[config.mk]
export PLATFORM = sky130hd
export DESIGN_NAME = uart_char_rx
export DESIGN_NICKNAME = d
export VERILOG_FILES = /design/src/rtl/uart_char_rx_pkg.sv /design/src/rtl/byte_fifo.sv /design/src/rtl/uart_char_rx.sv
export SDC_FILE = /design/constraint.sdc
export NUM_CORES = 1
export LEC_CHECK = 0
export CORE_MARGIN = 4
export CORE_UTILIZATION = 61
export CTS_CLUSTER_DIAMETER = 40
export CTS_CLUSTER_SIZE = 16
export DETAILED_ROUTE_END_ITERATION = 16
export PLACE_DENSITY = 0.78
export SYNTH_ARGS = -nofsm -noshare
export SYNTH_HDL_FRONTEND = slang
export SYNTH_SLANG_ARGS = --single-unit
[constraint.sdc]
create_clock -name clk_in -period 3.2 [get_ports clk_in]
set_input_delay 0.64 -clock clk_in [delete_from_list [all_inputs] [get_ports clk_in]]
set_output_delay 0.64 -clock clk_in [all_outputs]
set_load 0.05 [all_outputs]
[src/rtl/uart_char_rx_pkg.sv]
// Shared types and helpers for the UART character receiver.
// Holds the receiver state encoding and the bit-period calculation.
package uart_char_rx_pkg;

    typedef enum logic [2:0] {
        IDLE,
        START,
        DATA,
        STOP,
        WAIT_HIGH
    } uart_rx_state;

    function automatic int unsigned calc_bit_ticks(
        input int unsigned clk_hz,
        input int unsigned baud
    );
        return clk_hz / baud;
    endfunction

endpackage

[src/rtl/byte_fifo.sv]
// First-word-fall-through byte buffer with valid/ready pop side.
// Overflow pulses for one cycle when a push is dropped while full.
module byte_fifo #(
    parameter int unsigned DEPTH = 16
) (
    input  logic       clk_in,
    input  logic       rst_in,
    input  logic       push_in,
    input  logic [7:0] push_data_in,
    output logic [7:0] data_out,
    output logic       valid_out,
    input  logic       ready_in,
    output logic       overflow_out
);

    localparam int unsigned AW = $clog2(DEPTH);
    localparam logic [AW:0] FULL_CNT = (AW + 1)'(DEPTH);

    logic [7:0]    mem_q [DEPTH];
    logic [AW-1:0] wr_ptr_q, wr_ptr_d;
    logic [AW-1:0] rd_ptr_q, rd_ptr_d;
    logic [AW:0]   count_q, count_d;
    logic          ovf_q, ovf_d;
    logic          full, pop, do_push;

    // Head is read straight from registered storage.
    assign valid_out    = (count_q != '0);
    assign data_out     = mem_q[rd_ptr_q];
    assign overflow_out = ovf_q;

    // Pointer and occupancy update; a pop frees room for a same-cycle push.
    always_comb begin
        full     = (count_q == FULL_CNT);
        pop      = valid_out && ready_in;
        do_push  = push_in && (!full || pop);
        wr_ptr_d = wr_ptr_q;
        rd_ptr_d = rd_ptr_q;
        count_d  = count_q;
        ovf_d    = push_in && full && !pop;
        if (do_push) begin
            wr_ptr_d = wr_ptr_q + 1'b1;
        end
        if (pop) begin
            rd_ptr_d = rd_ptr_q + 1'b1;
        end
        case ({do_push, pop})
            2'b10:   count_d = count_q + 1'b1;
            2'b01:   count_d = count_q - 1'b1;
            default: count_d = count_q;
        endcase
    end

    // Storage write; contents need no reset since pointers define validity.
    always_ff @(posedge clk_in) begin
        if (do_push) begin
            mem_q[wr_ptr_q] <= push_data_in;
        end
    end

    // Pointer, count and overflow pulse registers.
    always_ff @(posedge clk_in) begin
        if (!rst_in) begin
            wr_ptr_q <= '0;
            rd_ptr_q <= '0;
            count_q  <= '0;
            ovf_q    <= 1'b0;
        end else begin
            wr_ptr_q <= wr_ptr_d;
            rd_ptr_q <= rd_ptr_d;
            count_q  <= count_d;
            ovf_q    <= ovf_d;
        end
    end

endmodule

[src/rtl/uart_char_rx.sv]
// 8N1 UART receiver feeding a byte FIFO for the command parser.
// Mid-bit sampling; reception never stalls on consumer backpressure.
module uart_char_rx
    import uart_char_rx_pkg::*;
#(
    parameter int unsigned CLK_HZ     = 100_000_000,
    parameter int unsigned BAUD       = 115200,
    parameter int unsigned FIFO_DEPTH = 16
) (
    input  logic       clk_in,
    input  logic       rst_in,
    input  logic       rx_in,
    output logic [7:0] char_out,
    output logic       char_out_valid,
    input  logic       char_out_ready,
    output logic       frame_err_out,
    output logic       overflow_out
);

    localparam int unsigned BIT_TICKS  = calc_bit_ticks(CLK_HZ, BAUD);
    localparam int unsigned HALF_TICKS = BIT_TICKS / 2;
    localparam int unsigned CNT_W =
        (BIT_TICKS > 1) ? $clog2(BIT_TICKS) : 1;
    localparam logic [CNT_W-1:0] BIT_LAST  = CNT_W'(BIT_TICKS - 1);
    localparam logic [CNT_W-1:0] HALF_LAST = CNT_W'(HALF_TICKS - 1);

    uart_rx_state     state_q, state_d;
    logic [CNT_W-1:0] cnt_q, cnt_d;
    logic [2:0]       idx_q, idx_d;
    logic [7:0]       shift_q, shift_d;
    logic [1:0]       sync_q, sync_d;
    logic             ferr_q, ferr_d;
    logic             push;
    logic             rx_s;

    assign sync_d        = {sync_q[0], rx_in};
    assign rx_s          = sync_q[1];
    assign frame_err_out = ferr_q;

    // Frame decoder: find start edge, sample each bit at its centre.
    always_comb begin
        state_d = state_q;
        cnt_d   = cnt_q + 1'b1;
        idx_d   = idx_q;
        shift_d = shift_q;
        ferr_d  = 1'b0;
        push    = 1'b0;
        unique case (state_q)
            IDLE: begin
                cnt_d = '0;
                if (!rx_s) begin
                    state_d = START;
                end
            end
            START: begin
                if (cnt_q == HALF_LAST) begin
                    cnt_d = '0;
                    if (!rx_s) begin
                        state_d = DATA;
                        idx_d   = '0;
                    end else begin
                        state_d = IDLE;
                    end
                end
            end
            DATA: begin
                if (cnt_q == BIT_LAST) begin
                    cnt_d          = '0;
                    shift_d[idx_q] = rx_s;
                    if (idx_q == 3'd7) begin
                        state_d = STOP;
                    end else begin
                        idx_d = idx_q + 1'b1;
                    end
                end
            end
            STOP: begin
                if (cnt_q == BIT_LAST) begin
                    cnt_d = '0;
                    if (rx_s) begin
                        push    = 1'b1;
                        state_d = IDLE;
                    end else begin
                        ferr_d  = 1'b1;
                        state_d = WAIT_HIGH;
                    end
                end
            end
            WAIT_HIGH: begin
                cnt_d = '0;
                if (rx_s) begin
                    state_d = IDLE;
                end
            end
            default: begin
                cnt_d   = '0;
                state_d = IDLE;
            end
        endcase
    end

    // Receiver state, synchronizer and error pulse registers.
    always_ff @(posedge clk_in) begin
        if (!rst_in) begin
            state_q <= IDLE;
            cnt_q   <= '0;
            idx_q   <= '0;
            shift_q <= '0;
            sync_q  <= 2'b11;
            ferr_q  <= 1'b0;
        end else begin
            state_q <= state_d;
            cnt_q   <= cnt_d;
            idx_q   <= idx_d;
            shift_q <= shift_d;
            sync_q  <= sync_d;
            ferr_q  <= ferr_d;
        end
    end

    byte_fifo #(
        .DEPTH(FIFO_DEPTH)
    ) u_fifo (
        .clk_in      (clk_in),
        .rst_in      (rst_in),
        .push_in     (push),
        .push_data_in(shift_q),
        .data_out    (char_out),
        .valid_out   (char_out_valid),
        .ready_in    (char_out_ready),
        .overflow_out(overflow_out)
    );

endmodule

* Word-level counts from Yosys, hierarchy flattened
Memory sizes are Yosys's and may differ from the RTL's. A register that Yosys moved wholly into a read port is not among the register bits.
Cells that the tools add are included.
** Storage, ports and cells
- Logic and storage cells :: 83
- Memory bits (writable) :: 128
- Register bits :: 41
- Output and inout port bits :: 11
- Memories :: 1
- Input bits :: 4
** Memories
- u_fifo.mem_q :: depth 16, bits a word 8, rd ports 1, clocked after Yosys merged registers in 1, wr ports 1, RTL line byte_fifo.sv:19 : logic [7:0] mem_q [DEPTH];
** Operators by class
- Mux-type cells :: 29
- $lt $le $gt $ge :: 2
- Reductions and logical operators :: 17
- Equal/unequal tests :: 18
- Add/subtract/negate cells :: 6
** Operator list (count)
- 3-bit 2-to-1 mux :: 11
- 10-bit 2-to-1 mux :: 2
- 10-bit one-hot mux with 2 select lines :: 1
- 2-bit != test (second input constant) :: 8
- 3-bit one-hot mux with 5 select lines :: 1
- 10-bit by 1-bit adder with 10-bit output (second input constant) :: 1
- 10-bit equality test (second input constant) :: 1
- 10-bit by 9-bit equality test with 1-bit output (second input constant) :: 1
- 5-bit one-hot mux with 2 select lines :: 1
- 4-bit by 1-bit adder with 4-bit output (second input constant) :: 2
- 8-bit bitwise mux :: 1
- 4-bit 2-to-1 mux :: 2
- 1-bit 2-to-1 mux :: 7
- 3-bit by 2-bit equality test with 1-bit output (second input constant) :: 2
- 3-bit equality test (second input constant) :: 2
- 3-bit one-hot mux with 2 select lines :: 1
- 6-bit AND reduction :: 1
- 5-bit by 1-bit adder with 5-bit output (second input constant) :: 1
- 5-bit equality test (second input constant) :: 1
- 1-bit logical AND :: 5
- 5-bit AND reduction :: 1
- 5-bit nonzero test :: 1
- 5-bit by 1-bit subtractor with 5-bit output (second input constant) :: 1
- 3-bit by 4-bit less-than comparator with 1-bit output (second input constant) :: 1
- 14 further kinds :: 16

* Depth between registers and ports, before layout
Gate-level depths: netlist (run 1).
- Depth in word-level cells :: 6
- Depth in mapped cells :: 10
- Gate-level depth less buffers :: 10

* Cells and area by module
Synthesis (run 1) repeated with hierarchy kept, for this count alone.
** Second synthesis, totals
- Cell total of the unflattened synthesis :: 449
- Area total of the unflattened synthesis :: 7323.3 sq um
** Modules (own cells, without submodules)
- byte_fifo :: sequential area each 4204.0 sq um, cells an instance 295, area each 5846.9 sq um, times used 1
- uart_char_rx :: sequential area each 540.5 sq um, cells an instance 154, area each 1476.4 sq um, times used 1

* Worst setup path before layout (run 1)
No wires, ideal clock.
- Path kind :: register to register
- From :: register cnt_q[0]
- To :: memory u_fifo.mem_q[3][0] (enable)
- Arrival :: 2277 ps
- Data required time :: 2805 ps
- Stages on the path, launching flop included :: 6
- Clock period less this slack :: 2671 ps
- Setup slack :: 529 ps
- Library setup time :: 395 ps
- Buffers on the path :: 0
- Cells stage by stage :: dfxtp_1 > ha_1 > nand4_1 > nor4_4 > nand2_2 > nor4_1
** Between the ends
- Longest elaborated chain between the ends :: 6
** Ends and longest elaborated chain
- start, declared :: RTL line uart_char_rx.sv:28 : logic [CNT_W-1:0] cnt_q, cnt_d;
- start signal, assigned :: RTL line uart_char_rx.sv:113 : cnt_q <= cnt_d;
- 10-bit equality test :: RTL line uart_char_rx.sv:78 : if (cnt_q == BIT_LAST) begin
- 1-bit 2-to-1 mux :: RTL line uart_char_rx.sv:78
- 1-bit 2-to-1 mux :: RTL line uart_char_rx.sv:48 : unique case (state_q)
- 1-bit logical AND :: RTL line byte_fifo.sv:35 : do_push = push_in && (!full || pop);
- 1-bit 2-to-1 mux :: RTL line byte_fifo.sv:55 : if (do_push) begin
- 1-bit 2-to-1 mux (not written as such) :: RTL line byte_fifo.sv:56 : mem_q[wr_ptr_q] <= push_data_in;
- end, declared :: RTL line byte_fifo.sv:19
Every way passes these cells.

==> out/metrics.yaml, run 1 <==
place_ws_ns: 0.484
fmax_ghz: 0.337
clk_latency_ns: 0.43
fin_nets: 483
num_vias: 3930
p_sw_mw: 1.47
tightestPinTransition_ns: 0.782
synth_top_family_by_area: "multiplexers"
synth.distinct_cells: 54
synth_xor_area_share_pct: 1.60
yosysTopAreaCell: "edfxtp_1"
p_comb_share_pct: 18.8
crit_chain: "buf_12 > mux4_2 > mux4_2 > buf_4"
area.growth.synth_to_final_pct: 12.8
antenna_found_initial: 0
cp-start-kind: "register"
dieArea_um2: 13500
cts_max_path_buffers: 2
clkPwrFrac_pct: 36.1
power_mw: 5.50
place_congestion: 0.818
endpoint_kind: "output pin"
cts.clk_slew.worst_paths_ns: 0.06
fp.dieH_um: 116
syn_nets: 456
reg2reg_depth: 9
fillCellCount: 745
dpl_cell_area_um2: 7460
cts_resized: 0
avgSynthCellArea_um2: 16.1
max_stage_delay_ns: 0.58
rows: 39
core_area_um2: 11400
yosys_warnings: 0
synth_top_area_share_pct: 54.0
power_leakage_nw: 2.64
dieWidth_um: 116
timing.critical_path.buf_inv: 2
num_antenna_cells: 0
max-slew-margin-rel_pct: 47.8
final.min_clock_period_ns: 2.97
setup-tns-final_ns: 0
gr-total-overflow: 0
cts_tree: "done"
rsz0062_at_grt: "no"
hold_path_class: "reg -> reg"
hold_depth: 1
cts_buffers: 17
dp_hpwl_um: 8790
grt_usage_pct: 22.5
synth_fa_ha_area_share_pct: 1.93
setup_viol: 0
max-cap-violations: 0
power.density_nw_per_um2: 684
cts_hold_buf: 0
criticalPathCategory: "reg -> out"
ys_top_cells_by_area: "edfxtp_1 (54%), dfxtp_1 (13%), mux4_2 (13%)"
netlist_area_um2: 7120
stdcell_count: 624
internal_power_mw: 4.03
regArea_um2: 4750
final_area_um2: 8040
synth_edf_count: 128
start_util_pct: 62.4
final_max_slew_viol_count: 0
fin_hold_ws_ns: 0.424
crit_family: "multiplexers"
cts.sink_count: 173
drcViolationCount: 0
grt_pass1_vias: 3881
dp_cells: 592
cp_max_fo: 32
fin_crit_sh_pct: 92.8
cp.required_ns: 2.56
ys.flop_type: "edfxtp_1"
muxShareOfSynthArea_pct: 14.2
crit_arrival_ns: 2.33
wl_um: 13800
path_common_cell: "mux4_2"
syn_inst: 441
vias_per_cell: 6.30
seq_power_share_pct: 45.2
routedWlPerCell_um: 22.0
drtAntennaViolNets: 0
irDropWorstVdd_mv: 0.674
async_reset_ff_share_pct: 0
io_pins: 15
fin_util_pct: 70.4
dr.pass1.iters: 5
ys_seq_area_share_pct: 66.6
grt_pass1_wl_um: 21700
h-tree-depth: 4
setup_slack_ns: 0.231
synth_compound_area_share_pct: 2.78
multi_input_area_um2: 2260
slowest_stage: "mux4_2"
drtIter0Drc: 326
synth_seq_cells: 173
skew_ns: 0.0113
status: "finished, final reports clean"
cts_root_buf: "clkbuf_16"
postCtsSetupBuffers: 0
switching_share_pct: 26.7
grt_max_degree: 33
place.port_buffers: 14
synthSimpleGateAreaFrac_pct: 11.1
drive_gt1_share_pct: 23.1
hold_violations: 0
worstSetupPathDepth: 4
layout make-up:
type / instances / area share [%]
flip-flops and latches: 173 / 59.1
multi-input cells: 237 / 28.1
clock buffers: 17 / 5.29
repair buffers: 28 / 2.96
well taps: 143 / 2.23
clock inverters: 15 / 1.84
inverters: 11 / 0.514
synth_stat cells (7+ instances only):
cell / count
mux2i_1: 11
nand2_1: 17
mux4_2: 40
and2_1: 9
nand3_1: 8
dfxtp_1: 45
xor2_1: 7
edfxtp_1: 128
ha_1: 11
nor3_1: 8
clkbuf_1: 11
nor2_1: 37
inv_1: 10
a21oi_1: 10
flip-flops by register name, indices dropped and copies added (netlist names), named ones only:
register	cells
u_fifo.mem_q	128
cnt_q	10
shift_q	8
u_fifo.count_q	5
u_fifo.rd_ptr_q	4
u_fifo.wr_ptr_q	4
idx_q	3
state_q	3
sync_q	2
frame_err_out	1
u_fifo.overflow_out	1
cell usage in the layout (no fill, tap or decap), types with 3 or more instances in the layout:
| cell type | Yosys | layout |
|---|---|---|
| mux2i_1 | 11 | 11 |
| a21oi_1 | 10 | 10 |
| nand4b_1 | 4 | 4 |
| clkdlybuf4s50_1 | 0 | 6 |
| inv_1 | 10 | 10 |
| mux4_2 | 40 | 40 |
| dfxtp_1 | 45 | 44 |
| nand2_1 | 17 | 17 |
| nor3_1 | 8 | 8 |
| clkbuf_16 | 0 | 17 |
| buf_4 | 0 | 21 |
| nand3_1 | 8 | 8 |
| o21ai_1 | 3 | 3 |
| nor2_1 | 37 | 37 |
| o22ai_1 | 3 | 3 |
| nor4_1 | 6 | 4 |
| nand2b_1 | 6 | 6 |
| or3_1 | 3 | 3 |
| nor3b_1 | 4 | 4 |
| ha_1 | 11 | 11 |
| xnor2_1 | 6 | 6 |
| o21ai_0 | 4 | 4 |
| xor2_1 | 7 | 7 |
| edfxtp_1 | 128 | 128 |
| and2_1 | 9 | 9 |
| nand4_1 | 6 | 6 |
| clkinvlp_4 | 0 | 7 |
power groups by stage:
stage	clock (mW)	combinational, mW	sequential [mW]
2_1_floorplan	0	0.814	2.50
3_3_place_gp	0	1.01	2.53
3_5_place_dp	0	1.04	2.53
4_1_cts	2.01	1.04	2.48
5_1_grt	2.11	1.11	2.49
6_report	1.98	1.03	2.48
per-layer routing:
layer | part of all wire (%) | up-vias | global-route usage, %
met5 | 0 | - | 0
met4 | 1.7 | 0 | 7.89
met3 | 6.0 | 16 | 6.42
met2 | 51 | 141 | 36.1
met1 | 41 | 2005 | 29.8
li1 | - | 1768 | -
cells by family after synthesis:
family	Yosys count
flops	173
xor+xnor	13
fa+ha+maj	11
buf+inv	31
simple gates	131
compound gates	31
mux	51
worst paths after layout:
path / startpoint / to / slack, ns
min reg2reg: sync_q[0] / sync_q[1] / 0.42
max reg2reg: cnt_q[5] / u_fifo.count_q[4] / 0.46
max: register / char_out[6] / 0.23
min: sync_q[0] / sync_q[1] / 0.42
(Power assumes the default switching activity.)
==> inputs of run 2 (changes only) <==
--- a/config.mk
+++ b/config.mk
@@ -5,11 +5,12 @@
 export SDC_FILE = /design/constraint.sdc
 export NUM_CORES = 1
 export LEC_CHECK = 0
-export CORE_MARGIN = 4
+export CORE_MARGIN = 2
 export CORE_UTILIZATION = 61
 export CTS_CLUSTER_DIAMETER = 40
 export CTS_CLUSTER_SIZE = 16
 export DETAILED_ROUTE_END_ITERATION = 16
+export MAX_ROUTING_LAYER = met4
 export PLACE_DENSITY = 0.78
 export SYNTH_ARGS = -nofsm -noshare
 export SYNTH_HDL_FRONTEND = slang
==> run 2 against run 1 <==
  * Via count down 0.81%
  * Flip-flop and latch count stayed put
  * First-iteration DRC count is 7.7% higher
  * Sequential share of layout area grew 0.055 points
  * Clock-buffer cell count did not move
  * Core utilization fell by 0.066 points
  * Largest cell class unchanged
  * Register-to-register slack barely moved
  * Final area about the same
  * Clock power about the same
  * Routed wire length down 0.18%
  * Critical path type unchanged
  * Sequential power hardly changed
  * Critical path depth did not move
  * Critical endpoint is now char_out[4]
  * Highest routed layer unchanged
==> out/metrics.yaml, run 2 (synthesis gave the netlist of run 1 again) <==
grt_pass1_wl_um: 22100  # +1.7%
largest_register_ffs: 128  # unchanged
internal_power_mw: 3.97  # -1.5%
drcViolationCount: 0  # unchanged
reg2reg_slack_ns: 0.45  # about the same
status: "finished, final reports clean"
dieWidth_um: 112  # -3.4%
endpoint_kind: "output pin"
final_max_slew_viol_count: 0  # unchanged
hp-start: "sync_q[0]"
grt_max_degree: 33  # unchanged
cts_buffers: 17  # unchanged
start_util_pct: 62.4  # unchanged
dieArea_um2: 12600  # -6.8%
grt_usage_pct: 24.4  # +1.9 points
cts.clk_slew.worst_paths_ns: 0.06  # about the same
cts_hold_buf: 0  # unchanged
drtIter0Drc: 351  # +7.7%
fin_nets: 483  # unchanged
fin_crit_sh_pct: 92.8  # about the same
grt_pass1_vias: 3964  # +2.1%
power.density_nw_per_um2: 681  # -0.50%
cts_root_buf: "clkbuf_16"
dr.pass1.iters: 5  # unchanged
cts.sink_count: 173  # unchanged
gr-total-overflow: 0  # unchanged
place.port_buffers: 14  # unchanged
setup-tns-final_ns: 0  # unchanged
final_cell_mix: "edfxtp_1 (128), dfxtp_1 (44), mux4_2 (40), nor2_1 (37), buf_4 (21)"
power_leakage_nw: 2.66  # +0.91%
layout_commonest_cell: "edfxtp_1"
power_mw: 5.47  # -0.59%
hold_depth: 1  # unchanged
hold_violations: 0  # unchanged
h-tree-depth: 4  # unchanged
routedWlPerCell_um: 22.0  # -0.18%
max-cap-violations: 0  # unchanged
clkPwrFrac_pct: 35.6  # -0.5 points
drtAntennaViolNets: 0  # unchanged
cp_max_fo: 32  # unchanged
max-slew-margin-rel_pct: 49.5  # +1.7 points
reg2reg_from: "cnt_q[5]"
rr_endpoint: "u_fifo.count_q[4]"
seq_power_share_pct: 45.5  # +0.3 points
io_pins: 15  # unchanged
crit_arrival_ns: 2.33  # about the same
p_comb_share_pct: 18.9  # about the same
largest-register: "u_fifo.mem_q"
drive_gt1_share_pct: 23.3  # +0.21 points
fmax_ghz: 0.337  # about the same
rows: 39  # unchanged
holdPathEnd: "sync_q[1]"
num_vias: 3898  # -0.81%
rsz0062_at_grt: "no"
hold_path_class: "reg -> reg"
cp.required_ns: 2.56  # about the same
setup_viol: 0  # unchanged
dp_hpwl_um: 8690  # -1.1%
cts_tree: "done"
skew_ns: 0.0111  # -0.000174 ns
cp-start-kind: "register"
irDropWorstVdd_mv: 0.602  # -11%
fp.dieH_um: 112  # -3.4%
p_sw_mw: 1.50  # +1.8%
reg2reg_depth: 9  # unchanged
postCtsSetupBuffers: 0  # unchanged
wl_um: 13700  # -0.18%
area.growth.synth_to_final_pct: 12.7  # about the same
place_congestion: 0.868  # +6.1%
cts_resized: 0  # unchanged
top_regs: "u_fifo.mem_q x128, cnt_q x10, shift_q x8"
num_antenna_cells: 0  # unchanged
switching_share_pct: 27.4  # +0.64 points
vias_per_cell: 6.25  # -0.81%
criticalPathCategory: "reg -> out"
cts_max_path_buffers: 2  # unchanged
clk_latency_ns: 0.42  # about the same
tightestPinTransition_ns: 0.757  # -0.0256 ns
core_area_um2: 11400  # unchanged
final.min_clock_period_ns: 2.97  # +0.000847 ns
antenna_found_initial: 0  # unchanged
==> run 2: stage by stage <==
stage	cell area [um2]	util, %	worst slack, ns	hold WS (ns)	instances
global placement	7460	65.4	0.580	0.397	592
floorplan	7120	-	0.529	0.386	441
global route	8030	70.3	0.149	0.439	624
CTS	8030	70.3	0.194	0.423	624
finish	8030	70.3	0.230	0.416	624
detailed placement	7460	65.4	0.486	0.408	592
==> run 2: how the worst max path moves through the flow <==
| stage | startpoint | end | slack [ns] | cells after the start |
|---|---|---|---|---|
| after floorplan | cnt_q[0] | u_fifo.mem_q[3][0] | 0.53 | 5 |
| after global placement | char_out_ready | u_fifo.count_q[4] | 0.58 | 9 |
| after detailed placement | cnt_q[5] | u_fifo.count_q[4] | 0.49 | 9 |
| after CTS | register | char_out[7] | 0.19 | 4 |
| after global routing | register | char_out[7] | 0.15 | 4 |
| final | register | char_out[4] | 0.23 | 4 |
==> run 2: final cells by class <==
class | count | area [um2]
Timing Repair Buffer | 28 | 238
Clock inverter | 15 | 140
Multi-Input combinational cell | 237 | 2260
Tap cell | 143 | 179
Fill cell | 735 | 3390
Sequential cell | 173 | 4750
Clock buffer | 17 | 425
Inverter | 11 | 41.3
==> run 2: worst max-delay path: stages, from the launching register on <==
cell     delay [ns]
dfxtp_2        0.34
buf_12         0.26
mux4_2         0.59
mux4_2         0.51
buf_4          0.21
==> run 2: layer usage <==
metal / track usage [%] / routed length (um) / vias up / share of wire [%]
met3: 5.02 / 796 / 33 / 5.8
met1: 32.0 / 5670 / 1949 / 41
met5: - / 0 / - / 0
met4: 10.2 / 453 / 0 / 3.3
li1: - / - / 1763 / -
met2: 38.1 / 6810 / 153 / 50
==> run 2: power groups by stage <==
| stage | clock network, mW | logic [mW] | registers, mW |
|---|---|---|---|
| floorplan | 0 | 0.814 | 2.50 |
| global placement | 0 | 1.01 | 2.53 |
| detailed placement | 0 | 1.03 | 2.53 |
| CTS | 1.98 | 1.04 | 2.48 |
| global route | 2.07 | 1.10 | 2.49 |
| finish | 1.95 | 1.03 | 2.49 |
==> inputs of run 3 (changes only) <==
--- a/config.mk
+++ b/config.mk
@@ -12,6 +12,7 @@
 export DETAILED_ROUTE_END_ITERATION = 16
 export MAX_ROUTING_LAYER = met4
 export PLACE_DENSITY = 0.78
+export SETUP_SLACK_MARGIN = 0.1
 export SYNTH_ARGS = -nofsm -noshare
 export SYNTH_HDL_FRONTEND = slang
 export SYNTH_SLANG_ARGS = --single-unit
==> results of run 3 <==
The final DEF is identical to that of run 2; final timing and power are the same.
